==> src/rtl/fht_result_reader_if.sv <==
`default_nettype none
// ============================================================================
//  Module      : fht_result_reader_if
//  Description : Read-side bundle between fht_top's result banks, the result
//                reader and the downstream valid/ready consumer.
//  Revision    : 1.0  initial release
// ============================================================================
interface fht_result_reader_if #(
    parameter int D_BIT = 16,
    parameter int A_BIT = 8
);
    logic                    iFHT_RDY;
    logic [A_BIT-1:0]        oADDR_RD;
    logic signed [D_BIT-1:0] iDATA_0;
    logic signed [D_BIT-1:0] iDATA_1;
    logic signed [D_BIT-1:0] iDATA_2;
    logic signed [D_BIT-1:0] iDATA_3;
    logic signed [D_BIT-1:0] oDATA;
    logic [A_BIT+1:0]        oINDEX;
    logic                    oVALID;
    logic                    iREADY;
    logic                    oBUSY;
    logic                    oDONE;

    // Reader side
    modport master (
        input  iFHT_RDY, iDATA_0, iDATA_1, iDATA_2, iDATA_3, iREADY,
        output oADDR_RD, oDATA, oINDEX, oVALID, oBUSY, oDONE
    );

    // RAM / consumer side
    modport slave (
        output iFHT_RDY, iDATA_0, iDATA_1, iDATA_2, iDATA_3, iREADY,
        input  oADDR_RD, oDATA, oINDEX, oVALID, oBUSY, oDONE
    );
endinterface
`default_nettype wire

==> src/rtl/fht_result_reader.sv <==
`default_nettype none
// ============================================================================
//  Module      : fht_result_reader
//  Description : Unloads the four fht_top result banks after oRDY rises and
//                streams the 4*2^A_BIT results in natural bin order over a
//                valid/ready port, absorbing RAM read latency in a skid FIFO.
//  Revision    : 1.0  initial release
// ============================================================================
module fht_result_reader #(
    parameter int D_BIT      = 16,
    parameter int A_BIT      = 8,
    parameter int RD_LAT     = 2,
    parameter int FIFO_DEPTH = 4
) (
    input  wire logic           iCLK,
    input  wire logic           iRESET,
    fht_result_reader_if.master bus
);

    localparam int c_nw = A_BIT + 2;
    localparam int c_cw = $clog2(FIFO_DEPTH + RD_LAT + 1);
    localparam int c_pw = (FIFO_DEPTH > 1) ? $clog2(FIFO_DEPTH) : 1;

    typedef enum logic [1:0] {
        S_IDLE  = 2'd0,
        S_READ  = 2'd1,
        S_DRAIN = 2'd2,
        S_DONE  = 2'd3
    } state_t;

    state_t                  r_state;
    state_t                  w_state_next;
    logic                    r_rdy_d;
    logic [c_nw-1:0]         r_n;

    // Read-return pipeline: valid, bank select and bin index ride alongside the RAM read
    logic                    r_vpipe     [RD_LAT];
    logic [1:0]              r_bank_pipe [RD_LAT];
    logic [c_nw-1:0]         r_idx_pipe  [RD_LAT];

    logic signed [D_BIT-1:0] r_fifo_data [FIFO_DEPTH];
    logic [c_nw-1:0]         r_fifo_idx  [FIFO_DEPTH];
    logic [c_pw-1:0]         r_wr_ptr;
    logic [c_pw-1:0]         r_rd_ptr;
    logic [c_cw-1:0]         r_count;

    logic [c_cw-1:0]         w_in_flight;
    logic                    w_trigger;
    logic                    w_issue;
    logic                    w_last_issue;
    logic                    w_push;
    logic                    w_pop;
    logic                    w_valid;
    logic signed [D_BIT-1:0] w_ret_data;

    function automatic logic [c_pw-1:0] ptr_inc(input logic [c_pw-1:0] p);
        if (p == c_pw'(FIFO_DEPTH - 1)) begin
            return '0;
        end
        return p + c_pw'(1);
    endfunction

    // Count reads issued but not yet written into the FIFO
    always_comb begin
        w_in_flight = '0;
        for (int k = 0; k < RD_LAT; k++) begin
            w_in_flight = w_in_flight + c_cw'(r_vpipe[k]);
        end
    end

    assign w_valid      = (r_count != '0);
    assign w_pop        = w_valid & bus.iREADY;
    assign w_push       = r_vpipe[RD_LAT-1];
    assign w_trigger    = bus.iFHT_RDY & ~r_rdy_d & (r_state == S_IDLE);
    // Issue only when every outstanding read is guaranteed a FIFO slot
    assign w_issue      = (r_state == S_READ) &&
                          ((r_count + w_in_flight) < c_cw'(FIFO_DEPTH));
    assign w_last_issue = w_issue && (r_n == '1);

    // Pick the bank whose data is returning this cycle
    always_comb begin
        w_ret_data = bus.iDATA_0;
        case (r_bank_pipe[RD_LAT-1])
            2'd0:    w_ret_data = bus.iDATA_0;
            2'd1:    w_ret_data = bus.iDATA_1;
            2'd2:    w_ret_data = bus.iDATA_2;
            default: w_ret_data = bus.iDATA_3;
        endcase
    end

    // State register and oRDY edge detector
    always_ff @(posedge iCLK) begin
        if (iRESET) begin
            r_state <= S_IDLE;
            r_rdy_d <= 1'b1;
        end else begin
            r_state <= w_state_next;
            r_rdy_d <= bus.iFHT_RDY;
        end
    end

    // Next-state logic; DRAIN ends in the cycle the final word leaves so oDONE follows it directly
    always_comb begin
        w_state_next = r_state;
        case (r_state)
            S_IDLE:  if (w_trigger) w_state_next = S_READ;
            S_READ:  if (w_last_issue) w_state_next = S_DRAIN;
            S_DRAIN: begin
                if ((w_in_flight == '0) &&
                    ((r_count == '0) || ((r_count == c_cw'(1)) && w_pop))) begin
                    w_state_next = S_DONE;
                end
            end
            S_DONE:  w_state_next = S_IDLE;
            default: w_state_next = S_IDLE;
        endcase
    end

    // Issue counter {q, a}; wraps to 0 after the final address
    always_ff @(posedge iCLK) begin
        if (iRESET) begin
            r_n <= '0;
        end else if (w_issue) begin
            r_n <= r_n + c_nw'(1);
        end
    end

    // Tag pipeline matching the RAM read latency
    always_ff @(posedge iCLK) begin
        if (iRESET) begin
            for (int k = 0; k < RD_LAT; k++) begin
                r_vpipe[k]     <= 1'b0;
                r_bank_pipe[k] <= '0;
                r_idx_pipe[k]  <= '0;
            end
        end else begin
            r_vpipe[0]     <= w_issue;
            r_bank_pipe[0] <= {r_n[A_BIT], r_n[A_BIT+1]};
            r_idx_pipe[0]  <= r_n;
            for (int k = 1; k < RD_LAT; k++) begin
                r_vpipe[k]     <= r_vpipe[k-1];
                r_bank_pipe[k] <= r_bank_pipe[k-1];
                r_idx_pipe[k]  <= r_idx_pipe[k-1];
            end
        end
    end

    // Skid FIFO; storage is cleared on reset so the head reads as zero
    always_ff @(posedge iCLK) begin
        if (iRESET) begin
            for (int k = 0; k < FIFO_DEPTH; k++) begin
                r_fifo_data[k] <= '0;
                r_fifo_idx[k]  <= '0;
            end
            r_wr_ptr <= '0;
            r_rd_ptr <= '0;
            r_count  <= '0;
        end else begin
            if (w_push) begin
                r_fifo_data[r_wr_ptr] <= w_ret_data;
                r_fifo_idx[r_wr_ptr]  <= r_idx_pipe[RD_LAT-1];
                r_wr_ptr              <= ptr_inc(r_wr_ptr);
            end
            if (w_pop) begin
                r_rd_ptr <= ptr_inc(r_rd_ptr);
            end
            case ({w_push, w_pop})
                2'b10:   r_count <= r_count + c_cw'(1);
                2'b01:   r_count <= r_count - c_cw'(1);
                default: r_count <= r_count;
            endcase
        end
    end

    assign bus.oADDR_RD = r_n[A_BIT-1:0];
    assign bus.oDATA    = r_fifo_data[r_rd_ptr];
    assign bus.oINDEX   = r_fifo_idx[r_rd_ptr];
    assign bus.oVALID   = w_valid;
    assign bus.oBUSY    = (r_state != S_IDLE);
    assign bus.oDONE    = (r_state == S_DONE);

endmodule
`default_nettype wire

==> src/flat_wrapper.sv <==
// flat-port wrapper written by rule: the top's interface ports become plain ports
module fht_result_reader_flat 
#(
    parameter int D_BIT      = 16,
    parameter int A_BIT      = 8,
    parameter int RD_LAT     = 2,
    parameter int FIFO_DEPTH = 4
)
  (iCLK, iRESET, bus_iFHT_RDY, bus_iDATA_0, bus_iDATA_1, bus_iDATA_2, bus_iDATA_3, bus_iREADY, bus_oADDR_RD, bus_oDATA, bus_oINDEX, bus_oVALID, bus_oBUSY, bus_oDONE);
  fht_result_reader_if #(.D_BIT(D_BIT), .A_BIT(A_BIT)) bus_i ();
  input  wire logic iCLK;
  input  wire logic iRESET;
  input wire logic [$bits(bus_i.iFHT_RDY)-1:0] bus_iFHT_RDY;
  input wire logic [$bits(bus_i.iDATA_0)-1:0] bus_iDATA_0;
  input wire logic [$bits(bus_i.iDATA_1)-1:0] bus_iDATA_1;
  input wire logic [$bits(bus_i.iDATA_2)-1:0] bus_iDATA_2;
  input wire logic [$bits(bus_i.iDATA_3)-1:0] bus_iDATA_3;
  input wire logic [$bits(bus_i.iREADY)-1:0] bus_iREADY;
  output wire logic [$bits(bus_i.oADDR_RD)-1:0] bus_oADDR_RD;
  output wire logic [$bits(bus_i.oDATA)-1:0] bus_oDATA;
  output wire logic [$bits(bus_i.oINDEX)-1:0] bus_oINDEX;
  output wire logic [$bits(bus_i.oVALID)-1:0] bus_oVALID;
  output wire logic [$bits(bus_i.oBUSY)-1:0] bus_oBUSY;
  output wire logic [$bits(bus_i.oDONE)-1:0] bus_oDONE;
  assign bus_i.iFHT_RDY = bus_iFHT_RDY;
  assign bus_i.iDATA_0 = bus_iDATA_0;
  assign bus_i.iDATA_1 = bus_iDATA_1;
  assign bus_i.iDATA_2 = bus_iDATA_2;
  assign bus_i.iDATA_3 = bus_iDATA_3;
  assign bus_i.iREADY = bus_iREADY;
  assign bus_oADDR_RD = bus_i.oADDR_RD;
  assign bus_oDATA = bus_i.oDATA;
  assign bus_oINDEX = bus_i.oINDEX;
  assign bus_oVALID = bus_i.oVALID;
  assign bus_oBUSY = bus_i.oBUSY;
  assign bus_oDONE = bus_i.oDONE;
  fht_result_reader #(.D_BIT(D_BIT), .A_BIT(A_BIT), .RD_LAT(RD_LAT), .FIFO_DEPTH(FIFO_DEPTH)) u_core (.iCLK(iCLK), .iRESET(iRESET), .bus(bus_i));
endmodule
==> config.mk <==
export PLATFORM = sky130hd
export DESIGN_NAME = fht_result_reader_flat
export DESIGN_NICKNAME = d
export VERILOG_FILES = /design/src/rtl/fht_result_reader_if.sv /design/src/rtl/fht_result_reader.sv /design/src/flat_wrapper.sv
export SDC_FILE = /design/constraint.sdc
export NUM_CORES = 1
export LEC_CHECK = 0
export CAP_MARGIN = 20
export CORE_MARGIN = 5
export CORE_UTILIZATION = 35
export CTS_BUF_LIST = sky130_fd_sc_hd__clkbuf_8 sky130_fd_sc_hd__clkbuf_16
export DETAILED_ROUTE_END_ITERATION = 12
export REMOVE_ABC_BUFFERS = 1
export SETUP_SLACK_MARGIN = 0.2
export SLEW_MARGIN = 40
export SYNTH_ARGS = -nofsm -noshare
export SYNTH_HDL_FRONTEND = slang
export SYNTH_SLANG_ARGS = --single-unit
==> constraint.sdc <==
create_clock -name iCLK -period 6.4 [get_ports iCLK]
set_clock_uncertainty 0.2 [all_clocks]
set_input_delay 1.28 -clock iCLK [delete_from_list [all_inputs] [get_ports iCLK]]
set_output_delay 1.28 -clock iCLK [all_outputs]
set_load 0.02 [all_outputs]
# ---- Word-level counts from Yosys, hierarchy flattened
# Memory sizes are Yosys's and may differ from the RTL's. A register that Yosys moved wholly into a read port is not among the register bits.
# Index checks and enable logic that the tools add are counted.
dict set report totals {
  ram_bits 130
  word_cells 96
  n_memories 5
  ff_bits 20
  input_bits 68
  out_inout_bits 37
}
# name depth word_bits read_ports rd_ports_with_merged_regs write_ports line_no
set memory_table {}
lappend memory_table {u_core.r_fifo_data 4 16 1 1 4 fht_result_reader.sv:41} ;# logic signed [D_BIT-1:0] r_fifo_data [FIFO_DEPTH];
lappend memory_table {u_core.r_fifo_idx 4 10 1 1 4 fht_result_reader.sv:42} ;# logic [c_nw-1:0] r_fifo_idx [FIFO_DEPTH];
lappend memory_table {u_core.r_idx_pipe 2 10 2 0 2 fht_result_reader.sv:39} ;# logic [c_nw-1:0] r_idx_pipe [RD_LAT];
lappend memory_table {u_core.r_bank_pipe 2 2 2 0 2 fht_result_reader.sv:38} ;# logic [1:0] r_bank_pipe [RD_LAT];
lappend memory_table {u_core.r_vpipe 2 1 2 0 2 fht_result_reader.sv:37} ;# logic r_vpipe [RD_LAT];
dict set report op_classes {
  n_addsub 7
  reduce_logical 15
  eq_ne 14
  bitwise 10
  order_cmp 1
  mux 38
}
# op count
set op_table {}
lappend op_table {{16-bit one-hot mux with 3 select lines} 1}
lappend op_table {{10-bit two-way mux} 3}
lappend op_table {{2-bit two-way mux} 15}
lappend op_table {{1-bit two-way mux} 16}
lappend op_table {{16-bit two-way mux} 1}
lappend op_table {{16-bit OR reduction} 1}
lappend op_table {{2-bit == test, second input constant} 6}
lappend op_table {{10-bit by 1-bit adder with 10-bit output, second input constant} 1}
lappend op_table {{10-bit == test, second input constant} 1}
lappend op_table {{10-bit OR reduction} 1}
lappend op_table {{2-bit one-hot mux with 4 select lines} 1}
lappend op_table {{2-bit by 1-bit == test with 1-bit output, second input constant} 3}
lappend op_table {{3-bit logical NOT} 2}
lappend op_table {{2-bit by 1-bit != test with 1-bit output, second input constant} 3}
lappend op_table {{1-bit bitwise OR} 6}
lappend op_table {{3-bit one-hot mux with 2 select lines} 1}
lappend op_table {{2-bit by 1-bit adder with 2-bit output, second input constant} 2}
lappend op_table {{1-bit logical AND} 4}
lappend op_table {{2-bit logical NOT} 2}
lappend op_table {{2-bit nonzero test} 2}
lappend op_table {{3-bit by 1-bit adder with 3-bit output, second input constant} 1}
lappend op_table {{3-bit adder} 1}
lappend op_table {{1-bit bitwise AND} 3}
lappend op_table {{3-bit by 1-bit == test with 1-bit output, second input constant} 1}
lappend op_table {{other kinds (7)} 7}

# ---- Logic depth before layout (Yosys ltp)
# Gate-level depths: netlist of the first run.
# An unclocked memory read counts as a cell.
dict set report depth {
  word_depth 8
  mapped_depth 9
  depth_no_buf 9
}

# ---- Least setup slack after synthesis of the first run
# Ideal clock, no wire load.
dict set report synth_timing {
  kind {input to register}
  startpoint {in iRESET}
  endpoint {mem u_core.r_fifo_data[0][0], enable pin}
  cell_stages 4
  setup_time_ps 387
  path_slack_ps 3246
  arrival_time_ps 2567
  path_buffers 1
  required_ps 5813
  path_cell_list {nand2b_1 -> or3_1 -> clkbuf_1 -> nand2b_1}
}
# item line_no
set synth_rtl {}
lappend synth_rtl {{start, declared} flat_wrapper.sv:12} ;# input wire logic iRESET;
lappend synth_rtl {{end, declared} fht_result_reader.sv:41}

==> results.sh, run 1 <==
export IMPL_status="completed"
export IMPL_layout_nets=658
export IMPL_placed_cells=788
export IMPL_cts_tree="done"
export IMPL_max_cap_viol_count=0
export IMPL_htreeDepth=4
export IMPL_holdWs_ps=234.2
export IMPL_post_layout_nonfiller_instances=820
export IMPL_yosys_register_bits=148
export IMPL_avgRoutedWirePerCell_um=16.88
export IMPL_dieArea_sq_um=21670
export IMPL_portBuffers=104
export IMPL_drive_gt1_share_pct=15.02
export IMPL_reg2reg_depth=7
export IMPL_total_power_mw=2.627
export IMPL_drv_slew=0
export IMPL_critical_path_endpoint_type="output pin"
export IMPL_grt_overflow=0
export IMPL_clkSinkCount=148
export IMPL_ys_flop_type="edfxtp_1"
export IMPL_hold_viol_final=0
export IMPL_grt_pass1_wl_um=22210
export IMPL_grt_max_degree=48
export IMPL_cp_arrival_ps=2300
export IMPL_synthCells=479
export IMPL_via_count=3957
export IMPL_slew_limit_headroom_pct=47.19
export IMPL_fp_dieW_um=147.2
export IMPL_grt_use_total_pct=13.25
export IMPL_crit_type="reg2out"
export IMPL_diodes=0
export IMPL_finalSetupTns_ps=0
export IMPL_vias_per_cell=4.826
export IMPL_grt_pass1_vias=4274
export IMPL_synth_cell_types=38
export IMPL_synth_seq_area_share_pct=60.77
export IMPL_antenna_found_initial=0
export IMPL_final_area_sq_um=8406
export IMPL_fin_crit_sh_pct=59.07
export IMPL_nFillCells=1664
export IMPL_syn_area_sq_um=6589
export IMPL_path_delay_family="flip-flops"
export IMPL_syn_to_final_growth_pct=27.57
export IMPL_hold_path_class="reg2reg"
export IMPL_ys_async_sr_fraction_pct=0
export IMPL_die_y_um=147.2
export IMPL_clk_pin_slew_ps=60
export IMPL_worst_path_stages=2
export IMPL_antenna_left=0
export IMPL_insertion_delay_ps=410
export IMPL_worstMarginPinSlew_ps=792.1
export IMPL_wirelength_um=13840
export IMPL_core_sq_um=18640
export IMPL_start_kind="flop"
export IMPL_drt_iter0_drc=238
export IMPL_ir_drop_mv=0.1745
export IMPL_place_hpwl_um=8986
export IMPL_start_util_pct=35.34
export IMPL_post_cts_buffers=0
export IMPL_place_area_sq_um=7809
export IMPL_setup_viol_count_final=0
export IMPL_avgSynthCellArea_sq_um=13.76
export IMPL_crit_path_cell_trace="mux4_2 > clkdlybuf4s50_1"
export IMPL_critPathMaxStageDelay_ps=690
export IMPL_critPathMaxFanout=26
export IMPL_cts_root_buf="clkbuf_16"
export IMPL_ys_warn_count=0
export IMPL_numCtsBuffers=17
export IMPL_drtPass1Iterations=4
export IMPL_leakage_nw=3.057
export IMPL_pin_count=105
export IMPL_finalCriticalPeriod_ps=3781
export IMPL_hold_buffers=0
export IMPL_clock_fmax_mhz=264.5
export IMPL_cts_resized=0
export IMPL_cp_num_buf_inv=1
export IMPL_cts_path_max_buffers=2
export IMPL_required_ps=4920
export IMPL_whs_path_depth=1
export IMPL_remaining_drc_errors=0
export IMPL_rows=50
export IMPL_powerDensity_nw_per_um2=312.5
export IMPL_routabilityCongestion=0.7679
export IMPL_synth_edf_count=104
export IMPL_rsz0062_at_grt="no"
export IMPL_slowest_stage="dfxtp_4"
[metal layers]
layer / part of all wire [%] / GRT usage [%] / routed length [um] / up-vias
li1: - / - / - / 1899
met1: 44 / 16.07 / 6083 / 1940
met2: 50 / 22.95 / 6867 / 103
met3: 5.4 / 4.072 / 744 / 15
met4: 1.1 / 3.635 / 149 / 0
met5: 0 / 0 / 0 / -
[synth_stat cells, types with 4 or more instances]
library cell    n  area [sq um]
nand3_1         4         20.02
clkbuf_1       20         75.07
xor2_1          4         35.03
nand2_1        24         90.09
xnor2_1         5         43.79
nor2_1         66         247.7
mux4_2         42         945.9
buf_4           8         60.06
buf_2           5         25.02
a21oi_1         9         45.04
edfxtp_1      104          3123
nor3_1          7         35.03
inv_1          25         93.84
nor2b_1        20         125.1
and2_1         41         256.5
dfxtp_1        44         880.8
ha_1           16         200.2
[cell type report]
| type | count | area (sq um) | area share (%) |
|---|---|---|---|
| well taps | 234 | 292.8 | 3.483 |
| clock inverters | 14 | 145.1 | 1.727 |
| clock buffers | 17 | 425.4 | 5.061 |
| repair buffers | 110 | 1086 | 12.92 |
| flip-flops and latches | 148 | 4009 | 47.69 |
| inverters | 25 | 93.84 | 1.116 |
| multi-input cells | 272 | 2354 | 28.00 |
[cell families (layout without fill, tap and decap cells)]
kind of cell	count (synthesis)	count (layout)	synth area share [%]
buffers and inverters	59	166	3.912
AOI/OAI and AO/OA	19	19	2.260
and+or+nand+nor	183	183	14.01
muxes	45	45	14.81
DFF	148	148	60.77
xor gates and xnor gates	9	9	1.196
adders and majority gates	16	16	3.038
[through the flow]
stage	setup WS (ps)	utilization (%)
6_report	2619	45.09
5_1_grt	2492	45.09
4_1_cts	2548	44.95
3_5_place_dp	2256	41.89
3_3_place_gp	2372	41.84
2_1_floorplan	2987	-
[placed cells by master, fill, tap and decap left out, types with 3 or more instances in the layout]
cell type and n:
edfxtp_1 104, xor2_1 4, xnor2_1 5, inv_1 27
clkbuf_16 17, mux2i_1 3, ha_1 16, and2_1 41
nand2_1 24, nor2b_1 20, nand3_1 4, buf_4 6
o21ai_0 3, clkdlybuf4s50_1 104, nand4_1 3, bufinv_16 3
dfxtp_1 42, nor2_1 65, a21oi_1 9, nand2b_1 3
or2_2 3, nor3_1 6, mux4_2 42, clkinv_1 6
[sequential cells by signal (all words and copies together), names as in the netlist, named ones only]
name and flops:
u_core.r_count 3, u_core.r_bank_pipe 3, u_core.r_wr_ptr 2, u_core.r_vpipe 2, u_core.r_fifo_idx 40, u_core.r_n 10
u_core.r_rdy_d 1, u_core.r_state 2, u_core.r_idx_pipe 17, u_core.r_fifo_data 64, u_core.r_rd_ptr 2
[worst reg2reg max path, stage by stage, from the launching register on]
cell     delay (ps)
dfxtp_1         450
inv_1           170
ha_1            360
and4_2          260
o31ai_2         670
nor4_1          170
xnor2_1         170
nor2_1           60
[worst paths after layout]
kind	start	end	slack, ps
setup / recovery	flop	bus_oINDEX[6]	2620
hold / removal	u_core.r_bank_pipe[0][1]	u_core.r_idx_pipe[0][18]	230
setup reg to reg	u_core.r_vpipe[0][1]	u_core.r_n[9]	3770
hold reg to reg	u_core.r_bank_pipe[0][1]	u_core.r_idx_pipe[0][18]	230
[power breakdown]
group          switching, mW  total, mW  internal [mW]
Clock                  0.364      0.965          0.600
Sequential            0.0650       1.15           1.08
Combinational          0.246      0.517          0.271
(Power assumes the default switching activity.)
==> run 2: changes to the inputs <==
==> constraint.sdc (replaced) <==
create_clock -name iCLK -period 3.03 [get_ports iCLK]
set_clock_uncertainty 0.2 [all_clocks]
set_input_delay 0.606 -clock iCLK [delete_from_list [all_inputs] [get_ports iCLK]]
set_output_delay 0.606 -clock iCLK [all_outputs]
set_load 0.02 [all_outputs]
==> run 2 against run 1 <==
Total power rose by 110%. Non-clock buffer count grew 13. Largest power group unchanged. Die area unchanged. Clock-buffer cell count up 3. Via count rose by 1.7%. First-iteration DRC count fell by 9.7%. Final cell count grew 1.7%. Critical endpoint is now bus_oVALID. Global-route usage increased by 0.33 points. Worst hold slack better by 1.2 ps. Critical path depth increased by 2. Highest routed layer unchanged.
==> results.sh, run 2 (synthesis gave the netlist of run 1 again) <==
export IMPL_clkSinkCount=148
export IMPL_max_cap_viol_count=0
export IMPL_cts_tree="done"
export IMPL_cp_arrival_ps=1920
export IMPL_p_clk_share_pct=36.4
export IMPL_worstMarginPinSlew_ps=473.2
export IMPL_powerDensity_nw_per_um2=652.8
export IMPL_drt_iter0_drc=215
export IMPL_drive_gt1_share_pct=17.00
export IMPL_largest_register_ffs=64
export IMPL_dieArea_sq_um=21670
export IMPL_avgRoutedWirePerCell_um=17.24
export IMPL_grt_pass1_wl_um=22800
export IMPL_hold_path_class="reg2reg"
export IMPL_antenna_found_initial=0
export IMPL_via_count=4024
export IMPL_slew_limit_headroom_pct=68.42
export IMPL_clock_fmax_mhz=366.9
export IMPL_multi_input_area_sq_um=2330
export IMPL_finalSetupTns_ps=0
export IMPL_cts_path_max_buffers=2
export IMPL_fin_crit_sh_pct=89.96
export IMPL_routabilityCongestion=0.7682
export IMPL_start_util_pct=35.34
export IMPL_finalCriticalPeriod_ps=2726
export IMPL_required_ps=2220
export IMPL_remaining_drc_errors=0
export IMPL_hp_start="u_core.r_bank_pipe[0][1]"
export IMPL_syn_to_final_growth_pct=30.86
export IMPL_reg2reg_slack_ps=480
export IMPL_antenna_left=0
export IMPL_r2r_end="u_core.r_state[0]"
export IMPL_clk_pin_slew_ps=50
export IMPL_crit_type="reg2out"
export IMPL_reg2reg_depth=7
export IMPL_hold_viol_final=0
export IMPL_status="completed"
export IMPL_grt_max_degree=34
export IMPL_ir_drop_mv=0.3927
export IMPL_largest_register="u_core.r_fifo_data"
export IMPL_rsz0062_at_grt="no"
export IMPL_final_area_sq_um=8622
export IMPL_core_sq_um=18640
export IMPL_place_area_sq_um=7960
export IMPL_switching_share_pct=25.82
export IMPL_vias_per_cell=4.825
export IMPL_drv_slew=0
export IMPL_power_frac_seq_pct=41.9
export IMPL_mostFrequentLayoutCells="104 x edfxtp_1, 78 x clkdlybuf4s50_1, 65 x nor2_1"
export IMPL_critical_path_endpoint_type="output pin"
export IMPL_reg_top3="u_core.r_fifo_data (64), u_core.r_fifo_idx (40), u_core.r_idx_pipe (17)"
export IMPL_portBuffers=104
export IMPL_setup_viol_count_final=0
export IMPL_insertion_delay_ps=410
export IMPL_grt_use_total_pct=13.58
export IMPL_drtPass1Iterations=4
export IMPL_holdWs_ps=235.5
export IMPL_worstReg2RegStart="u_core.r_vpipe[0][1]"
export IMPL_layout_commonest_cell="edfxtp_1"
export IMPL_internal_power_mw=4.175
export IMPL_critPathMaxFanout=6
export IMPL_leakage_nw=3.439
export IMPL_diodes=0
export IMPL_start_kind="flop"
export IMPL_power_switching_mw=1.453
export IMPL_post_route_util_pct=46.25
export IMPL_cts_root_buf="clkbuf_16"
export IMPL_regArea_sq_um=4005
export IMPL_grt_overflow=0
export IMPL_hold_buffers=0
export IMPL_post_cts_buffers=0
export IMPL_holdPathEnd="u_core.r_idx_pipe[0][18]"
export IMPL_pin_count=105
export IMPL_whs_path_depth=1
export IMPL_htreeDepth=4
export IMPL_nFillCells=1661
export IMPL_numCtsBuffers=17
export IMPL_place_hpwl_um=9320
export IMPL_die_y_um=147.2
export IMPL_fp_dieW_um=147.2
export IMPL_power_frac_comb_pct=21.7
export IMPL_layout_nets=671
export IMPL_rows=50
export IMPL_grt_pass1_vias=4375
export IMPL_wirelength_um=14380
==> run 2: power by group through the flow <==
stage | Sequential (mW) | Combinational [mW] | Clock, mW
floorplan | 2.43 | 0.652 | 0
global placement | 2.39 | 1.20 | 0
detailed placement | 2.40 | 1.24 | 0
CTS | 2.35 | 1.23 | 2.10
global route | 2.37 | 1.33 | 2.19
finish | 2.36 | 1.22 | 2.05
==> run 2: cell type report <==
class | count | share of cell area [%]
clock inverters | 12 | 1.306
clock buffers | 20 | 5.543
well taps | 234 | 3.396
multi-input cells | 272 | 27.02
repair buffers | 123 | 15.19
flip-flops and latches | 148 | 46.45
inverters | 25 | 1.088
==> run 2: stage by stage <==
step           power (mW)  instances  worst slack [ps]
3_5_place_dp        3.631        801             386.7
6_report            5.629        834             304.1
3_3_place_gp        3.588        801             397.9
4_1_cts             5.689        833             47.04
2_1_floorplan       3.086        445             291.0
5_1_grt             5.894        834             206.3
==> run 2: how the worst max path moves through the flow <==
stage / from / end / slack (ps)
floorplan: flop / bus_oDATA[0] / 290
global placement: iRESET / u_core.r_fifo_data[0][13] / 400
detailed placement: iRESET / u_core.r_fifo_data[0][5] / 390
CTS: flop / bus_oINDEX[2] / 50
global route: u_core.r_count[0] / bus_oVALID / 210
finish: u_core.r_count[0] / bus_oVALID / 300
==> run 2: metal layers <==
layer / share of wire [%] / vias up / track usage [%]
met5: 0 / - / 0
met4: 1.1 / 0 / 4.567
met3: 6.2 / 16 / 3.455
met2: 50 / 126 / 23.41
met1: 43 / 1959 / 16.65
li1: - / 1923 / -
==> run 2: critical path, stage by stage (launching register included) <==
cell and delay, ps:
dfxtp_1 450, inv_1 100, ha_1 220, nand2b_1 120, clkdlybuf4s50_1 620
==> run 2: repair_timing <==
action                                  CTS  global route
endpoints found under the setup margin   26            21
gates cloned                              0             1
gates resized for setup                   5            21
